$ cat src/rtl/c_elastic_pipe_stage.sv
// Elastic pipeline stage: one main entry plus one skid entry, valid/ready handshake,
// legacy stall/flush controls and saturating stall/flush performance counters.
module c_elastic_pipe_stage #(
    parameter int unsigned       WIDTH     = 16,
    parameter logic [WIDTH-1:0]  NOP_VALUE = '0,
    parameter int unsigned       CNT_W     = 16
) (
    input  logic             clk,
    input  logic             reset_n,
    input  logic             in_valid,
    output logic             in_ready,
    input  logic [WIDTH-1:0] in_data,
    output logic             out_valid,
    input  logic             out_ready,
    output logic [WIDTH-1:0] out_data,
    input  logic             stall,
    input  logic             flush,
    input  logic             cnt_clr,
    output logic [1:0]       occupancy,
    output logic [CNT_W-1:0] stall_cnt,
    output logic [CNT_W-1:0] flush_cnt
);

    typedef enum logic [1:0] {
        StEmpty = 2'd0,
        StOne   = 2'd1,
        StFull  = 2'd2
    } occ_e;

    logic             r_main_v;
    logic [WIDTH-1:0] r_main_d;
    logic             r_skid_v;
    logic [WIDTH-1:0] r_skid_d;
    logic [CNT_W-1:0] r_stall_cnt;
    logic [CNT_W-1:0] r_flush_cnt;

    logic             w_main_v_d;
    logic [WIDTH-1:0] w_main_d_d;
    logic             w_skid_v_d;
    logic [WIDTH-1:0] w_skid_d_d;
    logic [CNT_W-1:0] w_stall_cnt_d;
    logic [CNT_W-1:0] w_flush_cnt_d;

    occ_e w_occ;
    logic w_accept;
    logic w_emit;
    logic w_stall_inc;
    logic w_flush_inc;

    // skid_v implies main_v, so the pair maps directly onto occupancy
    always_comb begin
        w_occ = StEmpty;
        if (r_skid_v) begin
            w_occ = StFull;
        end else if (r_main_v) begin
            w_occ = StOne;
        end
    end

    assign occupancy = w_occ;
    assign in_ready  = !stall && !flush && (w_occ != StFull);
    assign out_valid = r_main_v && !stall && !flush;
    assign out_data  = r_main_d;
    assign w_accept  = in_valid && in_ready;
    assign w_emit    = out_valid && out_ready;

    always_comb begin
        w_main_v_d = r_main_v;
        w_main_d_d = r_main_d;
        w_skid_v_d = r_skid_v;
        w_skid_d_d = r_skid_d;
        if (flush) begin
            w_main_v_d = 1'b0;
            w_main_d_d = NOP_VALUE;
            w_skid_v_d = 1'b0;
            w_skid_d_d = NOP_VALUE;
        end else if (!stall) begin
            unique case (w_occ)
                StEmpty: begin
                    if (w_accept) begin
                        w_main_v_d = 1'b1;
                        w_main_d_d = in_data;
                    end
                end
                StOne: begin
                    if (w_accept && w_emit) begin
                        w_main_d_d = in_data;
                    end else if (w_accept) begin
                        w_skid_v_d = 1'b1;
                        w_skid_d_d = in_data;
                    end else if (w_emit) begin
                        w_main_v_d = 1'b0;
                        w_main_d_d = NOP_VALUE;
                    end
                end
                StFull: begin
                    if (w_emit) begin
                        w_main_d_d = r_skid_d;
                        w_skid_v_d = 1'b0;
                        w_skid_d_d = NOP_VALUE;
                    end
                end
                default: ;
            endcase
        end
    end

    assign w_stall_inc = r_main_v && !flush && (stall || !out_ready);
    assign w_flush_inc = flush && r_main_v;

    always_comb begin
        w_stall_cnt_d = r_stall_cnt;
        w_flush_cnt_d = r_flush_cnt;
        if (cnt_clr) begin
            w_stall_cnt_d = '0;
            w_flush_cnt_d = '0;
        end else begin
            if (w_stall_inc && (r_stall_cnt != {CNT_W{1'b1}})) begin
                w_stall_cnt_d = r_stall_cnt + 1'b1;
            end
            if (w_flush_inc && (r_flush_cnt != {CNT_W{1'b1}})) begin
                w_flush_cnt_d = r_flush_cnt + 1'b1;
            end
        end
    end

    always_ff @(posedge clk or negedge reset_n) begin
        if (!reset_n) begin
            r_main_v    <= 1'b0;
            r_main_d    <= NOP_VALUE;
            r_skid_v    <= 1'b0;
            r_skid_d    <= NOP_VALUE;
            r_stall_cnt <= '0;
            r_flush_cnt <= '0;
        end else begin
            r_main_v    <= w_main_v_d;
            r_main_d    <= w_main_d_d;
            r_skid_v    <= w_skid_v_d;
            r_skid_d    <= w_skid_d_d;
            r_stall_cnt <= w_stall_cnt_d;
            r_flush_cnt <= w_flush_cnt_d;
        end
    end

    assign stall_cnt = r_stall_cnt;
    assign flush_cnt = r_flush_cnt;

endmodule

$ cat config.mk
export PLATFORM = sky130hd
export DESIGN_NAME = c_elastic_pipe_stage
export DESIGN_NICKNAME = d
export VERILOG_FILES = /design/src/rtl/c_elastic_pipe_stage.sv
export SDC_FILE = /design/constraint.sdc
export NUM_CORES = 1
export LEC_CHECK = 0
export ABC_AREA = 1
export CAP_MARGIN = 20
export CORE_UTILIZATION = 42
export DETAILED_ROUTE_END_ITERATION = 10
export HOLD_SLACK_MARGIN = 0.03
export PLACE_DENSITY = 0.69
export SYNTH_ARGS = -nofsm -noshare
export SYNTH_HDL_FRONTEND = slang
export SYNTH_SLANG_ARGS = --single-unit
$ cat constraint.sdc
create_clock -name clk -period 3.1 [get_ports clk]
set_input_delay 0.62 -clock clk [delete_from_list [all_inputs] [get_ports clk]]
set_output_delay 0.62 -clock clk [all_outputs]
set_load 0.02 [all_outputs]
==> run metrics <==
synth warn 0; CP max-delay cell clkdlybuf4s50_1; clock transition at the registers of the reported paths 0.07 ns; routed vias/inst 5.02; Num CTS Buffers 9; CP max FO 4; CP Data Arrival Time 1.92 ns; Period Utilization, post-route slightly above 80%; Detailed Routing Iterations Pass 1 4; clock skew between 0.005 and 0.006 ns; CP required 2.48 ns; crit path buf inv count 3; post-CTS setup buffers 0; largest net degree at the start of global routing 67; Slew @ Worst Pin 0.515 ns; fmax 0.393 GHz; Num Clock Sinks 66; Routed Antenna Nets 0; Die X-Extent 95.5 um; DIE AREA around 0.0091 mm^2; Die Span Y 95.5 um; max_cap viols 0; PD cells roughly 530 mW/mm^2; Unique masters post-synth 27; synthesized instance count about 520; Clk Latency, worst-skew pair 0.33 ns; switching share of power 35.5%; Max-slew headroom between 60% and 70%; Seq pwr share about two fifths; CTS H-tree depth 3; RSZ-0062 raised after global routing no; Top cell by count, worst path clkdlybuf4s50_1; HP Class input pin to asynchronous set/reset pin; Synthesized Nets 540; setup TNS 0 ns; Initial Util 44.0%; Routed WL 8860 um; Clock Tree Buf Depth 2; final max-slew violation count 0; clk root buf clkbuf_8; CTS tree done; Reg2Reg Setup Slack between 1 and 1.5 ns; I/O pin count 75; nets 616; run status finished clean; Antenna Cells 0; Final Hold Viols 0; Clock Power Share 28.6%; Critical R2R Capture out_data[9]$_DFFE_PN0P_; post-CTS sizing 0; dpl hpwl ~6200 um; Peak supply drop around 290 uV; via count of the routed design 3519; vias in the first global route around 3400; final setup fails 0; CP Class input pin to primary output; GP Congestion 0.949; Seq/Total Area, Yosys approximately 45%; fin util 56.3%; port bufs 74; Register-to-Register Path Depth 7; CP Launch Type input pin; Internal Power 0.00162 W; total gr overflow 0; total net switching power 0.000889 W; row cnt 33; Lkg Pwr around 2.3 nW; cells along the critical path clkdlybuf4s50_1 -> inv_2 -> nand2_2 -> nor2_1 -> clkdlybuf4s50_1; DR WL/cell 12.6 um; Tmin final roughly 2.5 ns; layout cells sized above 1 roughly 7.4%; initial antenna violation count 0; GRT Util Overall between 20% and 30%; Yosys reg bits 66; CP peak stage delay 0.61 ns; Core Region 0.00834 mm^2; delay-heaviest family, CP buffers and inverters; Gate power share 29.9%; global-route wire length before repair ~15000 um; Hold Buf Count CTS 0; DRC Markers 0; Mapped Avg Cell Area 7.13 um^2; RR Startpoint r_skid_v$_DFFE_PN0P_; DRT iter0 DRCs 141; Syn-to-layout area delta 27.8%; Mapped Area 0.00367 mm^2; CP Capture Type primary output
-- worst register-to-register path, stage by stage (launching register included) --
cell and delay [ns]:
dfrtp_1 0.49, nor2_1 0.21, nand3_1 0.16, nand3_1 0.18, nand3_4 0.23, nor2_4 0.39, nand2_1 0.11, nand2_1 0.07
-- cell usage after synthesis --
master	count	area, um^2
a21oi_1	1	5.00
a21oi_2	1	8.76
buf_1	2	7.51
buf_2	6	30.0
buf_4	3	22.5
buf_6	3	33.8
clkbuf_1	1	3.75
dfrtp_1	66	1650
ha_1	2	25.0
inv_1	24	90.1
inv_2	2	7.51
nand2_1	268	1010
nand2_2	5	31.3
nand3_1	27	135
nand3_2	1	10.0
nand3_4	1	17.5
nand4_1	25	156
nor2_1	43	161
nor2_2	3	18.8
nor2_4	4	45.0
nor2_8	1	20.0
nor3_1	2	10.0
o21ai_0	5	25.0
o21ai_1	1	5.00
o21bai_1	5	37.5
or2_2	3	18.8
xor2_1	10	87.6
-- routing by layer --
metal  vias up  wire, um  track usage, %
li1       1768         -               -
met1      1637      3910            27.6
met2       100      4330            35.9
met3        14       482            4.55
met4         0       133            8.71
met5         -         0               0
-- metrics by stage --
| stage | power, W | area, um^2 | instances | hold WS [ns] | setup slack [ns] |
|---|---|---|---|---|---|
| floorplan | 0.00149 | 3670 | 515 | 0.324 | 1.44 |
| global placement | 0.00180 | 4500 | 685 | 0.453 | 0.561 |
| detailed placement | 0.00181 | 4500 | 685 | 0.460 | 0.492 |
| CTS | 0.00254 | 4690 | 701 | 0.299 | 0.546 |
| global route | 0.00266 | 4690 | 701 | 0.316 | 0.494 |
| finish | 0.00251 | 4690 | 701 | 0.279 | 0.557 |
-- power groups by stage --
| stage | logic [W] | clock network [W] | registers [W] |
|---|---|---|---|
| 2_1_floorplan | 0.000356 | 0 | 0.00114 |
| 3_3_place_gp | 0.000745 | 0 | 0.00105 |
| 3_5_place_dp | 0.000758 | 0 | 0.00105 |
| 4_1_cts | 0.000759 | 0.000742 | 0.00104 |
| 5_1_grt | 0.000817 | 0.000787 | 0.00105 |
| 6_report | 0.000749 | 0.000717 | 0.00104 |
-- cells by family after synthesis --
family | after synthesis | share of synthesized area [%]
AOI/OAI and AO/OA | 13 | 2.22
xor gates and xnor gates | 10 | 2.39
adders and majority gates | 2 | 0.682
buffers and inverters | 41 | 5.32
DFF | 66 | 45.0
and+or+nand+nor | 383 | 44.4
-- layout make-up --
cell class / count / area [um^2]
fill: 801 / 3650
multi-input combinational: 408 / 1820
sequential: 66 / 1650
timing repair buffer: 80 / 793
tap: 105 / 131
clock buffer: 9 / 124
inverter: 26 / 97.6
clock inverter: 7 / 70.1
-- placed cells by master, fill, tap and decap left out, types with 2 or more instances in the layout --
master             n
buf_4              5
clkbuf_8           9
clkdlybuf4s50_1   73
clkinv_2           3
clkinv_4           2
dfrtp_1           66
ha_1               2
inv_1             24
inv_2              2
nand2_1          268
nand2_2            5
nand3_1           27
nand4_1           25
nor2_1            43
nor2_2             3
nor2_4             4
nor3_1             2
o21ai_0            5
o21bai_1           5
or2_2              3
xor2_1            10
-- state kept, by name, indices dropped and copies added (netlist names) --
name,cells
out_data,16
stall_cnt,16
r_skid_v,1
r_main_v,1
flush_cnt,16
r_skid_d,16
-- how the worst max path moves through the flow --
| stage | depth (start not counted) | end | start |
|---|---|---|---|
| after floorplan | 9 | flush_cnt[12]$_DFFE_PN0P_ | flush_cnt[0]$_DFFE_PN0P_ |
| after global placement | 5 | out_valid | flush |
| after detailed placement | 9 | out_data[9]$_DFFE_PN0P_ | flush |
| after CTS | 5 | out_valid | flush |
| after global routing | 5 | out_valid | flush |
| final | 5 | out_valid | flush |
No activity file was read; power rests on OpenSTA's default activity.
